===== src/rtl/main_fsm_hs.sv =====
`default_nettype none
// ============================================================================
// main_fsm_hs : multi-cycle RV32I control FSM with req/ready memory handshake,
//               wait-state timeout to a sticky bus error, and retire pulse.
// Optional macro MAIN_FSM_TRAP_EN adds a trap output/state for unknown opcodes.
// Revision: 1.0
// ============================================================================
module main_fsm_hs #(
  parameter int SUBWORD_RMW = 1,
  parameter int TIMEOUT     = 16,
  parameter int TCNT_W      = 5
) (
  input  logic       clk,
  input  logic       rst,
  input  logic [6:0] opcode,
  input  logic [2:0] funct3,
  input  logic [6:0] funct7,
  input  logic       zero,
  input  logic       blt,
  input  logic       bge,
  input  logic       bltu,
  input  logic       bgeu,
  input  logic       mem_ready,
  output logic       PCWrite,
  output logic       AdrSrc,
  output logic       MemWrite,
  output logic       IRWrite,
  output logic       RegWrite,
  output logic [1:0] ResultSrc,
  output logic [1:0] ALUSrcA,
  output logic [1:0] ALUSrcB,
  output logic [1:0] alu_op,
  output logic       mem_req,
  output logic       retire,
  output logic       bus_error
`ifdef MAIN_FSM_TRAP_EN
  ,
  output logic       trap
`endif
);

  localparam logic [6:0] OP_R      = 7'b0110011;
  localparam logic [6:0] OP_I      = 7'b0010011;
  localparam logic [6:0] OP_LOAD   = 7'b0000011;
  localparam logic [6:0] OP_STORE  = 7'b0100011;
  localparam logic [6:0] OP_BRANCH = 7'b1100011;
  localparam logic [6:0] OP_JAL    = 7'b1101111;
  localparam logic [6:0] OP_JALR   = 7'b1100111;
  localparam logic [6:0] OP_LUI    = 7'b0110111;
  localparam logic [6:0] OP_AUIPC  = 7'b0010111;

  localparam logic [TCNT_W-1:0] TMO_VAL = TCNT_W'(TIMEOUT);

  typedef enum logic [3:0] {
    S_FETCH, S_DECODE, S_EXEC_R, S_EXEC_I, S_ALU_WB, S_MEM_ADDR, S_MEM_READ,
    S_MEM_WB, S_MEM_WRITE, S_BRANCH, S_JAL, S_JALR, S_UPDATE_PC, S_ERROR
`ifdef MAIN_FSM_TRAP_EN
    , S_TRAP
`endif
  } state_t;

  state_t            state;
  state_t            state_next;
  logic [TCNT_W-1:0] wait_cnt;
  logic              access;
  logic              timed_out;
  logic              taken;
  logic              unused_funct7;

  assign unused_funct7 = ^funct7;
  assign access    = (state == S_FETCH) || (state == S_MEM_READ) || (state == S_MEM_WRITE);
  assign timed_out = (TIMEOUT != 0) && (wait_cnt == TMO_VAL) && !mem_ready;

  always_comb begin
    case (funct3)
      3'b000:  taken = zero;
      3'b001:  taken = ~zero;
      3'b100:  taken = blt;
      3'b101:  taken = bge;
      3'b110:  taken = bltu;
      3'b111:  taken = bgeu;
      default: taken = 1'b0;
    endcase
  end

  // The wait counter only ever measures the current stay in one access state.
  always_ff @(posedge clk) begin
    if (!rst) begin
      state    <= S_FETCH;
      wait_cnt <= '0;
    end else begin
      state <= state_next;
      if (state_next != state)
        wait_cnt <= '0;
      else if (access && !mem_ready)
        wait_cnt <= wait_cnt + TCNT_W'(1);
    end
  end

  always_comb begin
    state_next = state;
    PCWrite    = 1'b0;
    AdrSrc     = 1'b0;
    MemWrite   = 1'b0;
    IRWrite    = 1'b0;
    RegWrite   = 1'b0;
    ResultSrc  = 2'b00;
    ALUSrcA    = 2'b00;
    ALUSrcB    = 2'b00;
    alu_op     = 2'b00;
    mem_req    = 1'b0;
    retire     = 1'b0;
    bus_error  = 1'b0;
`ifdef MAIN_FSM_TRAP_EN
    trap       = 1'b0;
`endif
    case (state)
      S_FETCH: begin
        mem_req   = 1'b1;
        ALUSrcB   = 2'b10;
        ResultSrc = 2'b10;
        if (mem_ready) begin
          IRWrite    = 1'b1;
          PCWrite    = 1'b1;
          state_next = S_DECODE;
        end else if (timed_out) begin
          state_next = S_ERROR;
        end
      end
      S_DECODE: begin
        ALUSrcA = 2'b01;
        if ((opcode == OP_JAL) || (opcode == OP_JALR)) begin
          ALUSrcB  = 2'b10;
          RegWrite = 1'b1;
        end else begin
          ALUSrcB  = 2'b01;
        end
        case (opcode)
          OP_R:              state_next = S_EXEC_R;
          OP_I, OP_LUI:      state_next = S_EXEC_I;
          OP_LOAD, OP_STORE: state_next = S_MEM_ADDR;
          OP_BRANCH:         state_next = S_BRANCH;
          OP_JAL:            state_next = S_JAL;
          OP_JALR:           state_next = S_JALR;
          OP_AUIPC:          state_next = S_ALU_WB;
          default: begin
`ifdef MAIN_FSM_TRAP_EN
            state_next = S_TRAP;
`else
            retire     = 1'b1;
            state_next = S_FETCH;
`endif
          end
        endcase
      end
      S_EXEC_R, S_EXEC_I: begin
        ALUSrcA    = 2'b10;
        ALUSrcB    = (state == S_EXEC_I) ? 2'b01 : 2'b00;
        alu_op     = 2'b10;
        state_next = S_ALU_WB;
      end
      S_ALU_WB: begin
        RegWrite   = 1'b1;
        retire     = 1'b1;
        state_next = S_FETCH;
      end
      S_MEM_ADDR: begin
        ALUSrcA = 2'b10;
        ALUSrcB = 2'b01;
        alu_op  = 2'b10;
        if (opcode == OP_LOAD) begin
          state_next = S_MEM_READ;
        end else begin
          case (funct3)
            3'b000, 3'b001: state_next = (SUBWORD_RMW != 0) ? S_MEM_READ : S_MEM_WRITE;
            3'b010:         state_next = S_MEM_WRITE;
            default: begin
              retire     = 1'b1;
              state_next = S_FETCH;
            end
          endcase
        end
      end
      S_MEM_READ, S_MEM_WRITE: begin
        ALUSrcA = 2'b10;
        ALUSrcB = 2'b01;
        alu_op  = 2'b10;
        AdrSrc  = 1'b1;
        mem_req = 1'b1;
        if (mem_ready) begin
          if (state == S_MEM_WRITE) begin
            MemWrite   = 1'b1;
            retire     = 1'b1;
            state_next = S_FETCH;
          end else begin
            // A store reaching MEM_READ is the read half of a read-modify-write.
            state_next = (opcode == OP_STORE) ? S_MEM_WRITE : S_MEM_WB;
          end
        end else if (timed_out) begin
          state_next = S_ERROR;
        end
      end
      S_MEM_WB: begin
        ResultSrc  = 2'b01;
        RegWrite   = 1'b1;
        retire     = 1'b1;
        state_next = S_FETCH;
      end
      S_BRANCH: begin
        ALUSrcA    = 2'b10;
        alu_op     = 2'b01;
        PCWrite    = taken;
        retire     = 1'b1;
        state_next = S_FETCH;
      end
      S_JAL, S_JALR: begin
        ALUSrcA    = (state == S_JAL) ? 2'b01 : 2'b10;
        ALUSrcB    = 2'b01;
        alu_op     = 2'b10;
        PCWrite    = 1'b1;
        state_next = S_UPDATE_PC;
      end
      S_UPDATE_PC: begin
        PCWrite    = 1'b1;
        retire     = 1'b1;
        state_next = S_FETCH;
      end
      S_ERROR: begin
        bus_error = 1'b1;
      end
`ifdef MAIN_FSM_TRAP_EN
      S_TRAP: begin
        trap = 1'b1;
      end
`endif
      default: begin
        state_next = S_FETCH;
      end
    endcase

    // Reset overrides everything so an in-flight request drops immediately.
    if (!rst) begin
      PCWrite   = 1'b0;
      AdrSrc    = 1'b0;
      MemWrite  = 1'b0;
      IRWrite   = 1'b0;
      RegWrite  = 1'b0;
      ResultSrc = 2'b00;
      ALUSrcA   = 2'b00;
      ALUSrcB   = 2'b00;
      alu_op    = 2'b00;
      mem_req   = 1'b0;
      retire    = 1'b0;
      bus_error = 1'b0;
`ifdef MAIN_FSM_TRAP_EN
      trap      = 1'b0;
`endif
    end
  end

endmodule
`default_nettype wire

===== config.mk =====
export PLATFORM = sky130hd
export DESIGN_NAME = main_fsm_hs
export DESIGN_NICKNAME = d
export VERILOG_FILES = /design/src/rtl/main_fsm_hs.sv
export SDC_FILE = /design/constraint.sdc
export NUM_CORES = 1
export LEC_CHECK = 0
export ABC_CLOCK_PERIOD_IN_PS = 2500
export BUFFER_PORTS_ARGS = -buffer_cell sky130_fd_sc_hd__buf_2
export CAP_MARGIN = 30
export CORE_MARGIN = 3
export CORE_UTILIZATION = 52
export DETAILED_ROUTE_END_ITERATION = 8
export PLACE_DENSITY_LB_ADDON = 0.12
export SLEW_MARGIN = 20
export SYNTH_ARGS = -nofsm -noshare
export SYNTH_HDL_FRONTEND = slang
export SYNTH_SLANG_ARGS = --single-unit

===== constraint.sdc =====
create_clock -name clk -period 2.5 [get_ports clk]
set_clock_uncertainty 0.15 [all_clocks]
set_input_delay 0.625 -clock clk [delete_from_list [all_inputs] [get_ports clk]]
set_output_delay 0.625 -clock clk [all_outputs]
set_load 0.02 [all_outputs]

==> impl_metrics.py <==
metrics = {
    "floorplan": {
        "coreArea_um2": 2500,
        "die_area_um2": 3330,
        "die_y_um": 57.71,
        "boundaryPins": 41,
        "start_util_pct": 55.61,
        "placementRows": 18,
        "die_w_um": 57.71,
    },
    "status": {
        "violations": "negative setup slack",
        "status": "finished, violations left",
    },
    "synth": {
        "synth_ff_type": "dfxtp_1",
        "yosysUniqueCellTypes": 64,
        "synth.most_common_cell": "a21oi_1",
        "synth.avg_cell_area_um2": 7.355,
        "synth_area_um2": 1390,
        "synth_top_cell_by_area": "dfxtp_1",
        "synth_enable_flop_cells": 0,
        "synth_top_area_share_pct": 12.96,
        "synth_warnings": 0,
        "yosysSeqAreaShare_pct": 12.96,
        "synth-seq-cells": 9,
        "ys_async_sr_fraction_pct": 0,
        "synthTopCellsByCount": "a21oi_1, nor2_1, nand2_1",
        "synth_nets": 216,
        "ys_top_cells_by_area": "dfxtp_1, a21oi_1, nor2_1, nor4_1, o21ai_0",
        "syn_inst": 189,
    },
    "clock_network": {
        "clkTransAtPathRegs_ps": 60,
        "numCtsBuffers": 3,
        "cts.sinks": 9,
        "insertion_delay_ps": 270,
        "root_buffer": "clkbuf_4",
        "h-tree-depth": 1,
        "cts_tree": "done",
        "clockBufferDepth": 2,
        "holdBufCountCts": 0,
    },
    "drt": {
        "routed_wl_mm": 4.421,
        "routed_via_density": 6.387,
        "dr_total_vias": 1731,
        "drc": 0,
        "drt_iter0_markers": 124,
        "wl_per_cell_um": 16.31,
        "ant_nets": 0,
        "dr.pass1.iters": 4,
    },
    "place": {
        "port_buffers": 33,
        "pre_cts_ws_ps": -177.8,
        "post-dp-hpwl_mm": 3.475,
        "gp_congestion": 0.9571,
    },
    "sta": {
        "clock.fmax_ghz": 0.3877,
        "fin_crit_ps": 2579,
        "rsz0062_at_grt": "yes",
        "slew_headroom_pct": 61.98,
        "worst_pin_slew_ps": 561.4,
        "setup_violations": 4,
        "finalHoldViolations": 0,
        "post-route-period-util_pct": 103.2,
        "setup_tns_ps": -148.2,
        "drv_slew": 0,
        "fin_ws_ps": -79.26,
    },
    "critical_path": {
        "criticalPathCategory": "in2out",
        "reg2reg_from": "state[0]",
        "worstSetupStartpointType": "primary input",
        "path_max_fanout": 3,
        "cp.arrival_ps": 1800,
        "worstPathRequired_ps": 1730,
        "crit_path_max_incr_delay_ps": 510,
        "slowest_stage": "or4bb_1",
        "crit_chain": "buf_8 -> or4bb_1 -> o22ai_1 -> a21oi_1 -> o21ai_1 -> a21boi_1 -> buf_4",
        "end_kind": "output pin",
        "startpoint": "opcode[6]",
    },
    "hold_path": {
        "worst_hold_path_type": "reg2reg",
        "min_from": "wait_cnt[4]",
    },
    "grt": {
        "antenna_found_initial": 0,
        "grt_use_total_pct": 27.58,
        "gr-total-overflow": 0,
        "grt_pass1_wl_mm": 7.389,
        "grt_pass1_vias": 1615,
        "grt_max_degree": 15,
    },
    "flow_run": {
        "maxCapViolCount": 0,
    },
    "cells_and_area": {
        "layout-drive-gt1-share_pct": 41.08,
        "fillers": 210,
        "num_antenna_cells": 0,
        "nets": 269,
        "syn_to_final_growth_pct": 35.10,
    },
    "power": {
        "p_leak_nw": 0.7771,
        "p_total_mw": 0.4769,
        "peakVddDrop_v": 0.0004547,
        "pwr_density_cell_nw_per_um2": 254.0,
    },
}
[routing by layer]
metal  track usage (%)  routed length, um  vias to the layer above  share of wire [%]
met2             47.26               2173                       76                 49
li1                  -                  -                      829                  -
met5                 0                  0                        -                  0
met1             36.72               1845                      820                 42
met4             5.298                 32                        0               0.72
met3             4.232                369                        6                8.3
[worst max-delay path: cells and delay by family]
kind                   cells  cell delay [ps]
AO/OA/AOI/OAI              4              410
AND/OR/NAND/NOR            1              510
buffers and inverters      2              260
[cells in the final DEF (no fill, tap or decap), drive strengths merged, types with 2 or more instances in the layout]
cell     synthesis  routed
or3b             2       2
or4b             2       2
mux2             3       3
o41ai            3       3
a21oi           21      21
nor4             8       8
nand4            5       5
dfxtp            9       9
clkbuf           5       3
o31a             3       3
o221a            2       2
nand4bb          3       3
o21ai           10      10
a21boi           2       2
o211ai           5       5
a2111oi          2       2
mux2i            2       2
and3b            2       2
xnor2            5       5
nand3            2       2
inv              8       8
nor2            14      14
o2111ai          2       2
or2              2       2
ha               2       2
and3             2       2
nor3             9       9
o22ai            2       2
nor2b            6       6
nand2           12      12
a211oi           2       2
buf             11      64
clkinv           1       2
[kinds of logic after synthesis]
kind of cell	after synthesis	share of synthesized area (%)
simple gates	80	35.20
compound gates	62	32.85
buf+inv	25	9.000
flops	9	12.96
xor+xnor	6	4.321
mux	5	3.870
fa+ha+maj	2	1.800
[path summary, 6_finish.rpt]
path                                    end  slack (ps)  cells after the start
worst min register to register  wait_cnt[4]         470                      3
worst min-delay path            wait_cnt[4]         470                      3
worst max register to register  wait_cnt[1]         210                      6
worst max-delay path                 retire         -80                      7
[final cells by class]
| type | instances | area (um^2) | area share (%) |
|---|---|---|---|
| clock buffer | 3 | 22.52 | 1.199 |
| clock inverter | 1 | 5.005 | 0.2665 |
| inverter | 9 | 35.03 | 1.865 |
| multi-input combinational | 155 | 1151 | 61.29 |
| sequential | 9 | 183.9 | 9.793 |
| tap | 30 | 37.54 | 1.999 |
| timing repair buffer | 64 | 442.9 | 23.58 |
[registers in the layout, indices dropped and copies added, names as in the netlist]
name / cells
wait_cnt: 5
state: 4
[per-stage QoR]
stage / util, % / area [um^2] / hold WS (ps) / cells
finish: 75.13 / 1878 / 471.1 / 271
global route: 75.13 / 1878 / 530.9 / 271
CTS: 73.12 / 1828 / 475.1 / 271
detailed placement: 70.92 / 1773 / 458.1 / 266
global placement: 70.92 / 1773 / 443.5 / 266
floorplan: - / 1424 / 409.8 / 189
[timing repair]
action | 4_1_cts | 5_1_grt
gates resized for setup | 10 | 14
setup buffers | 1 | 0
setup endpoints to repair | 6 | 13
pin swaps | 8 | 1
[power by group]
part | switching [mW] | internal [mW]
clock | 0.0570 | 0.0592
sequential | 0.00612 | 0.147
combinational | 0.112 | 0.0952
Power figures use the tool's default switching activity.
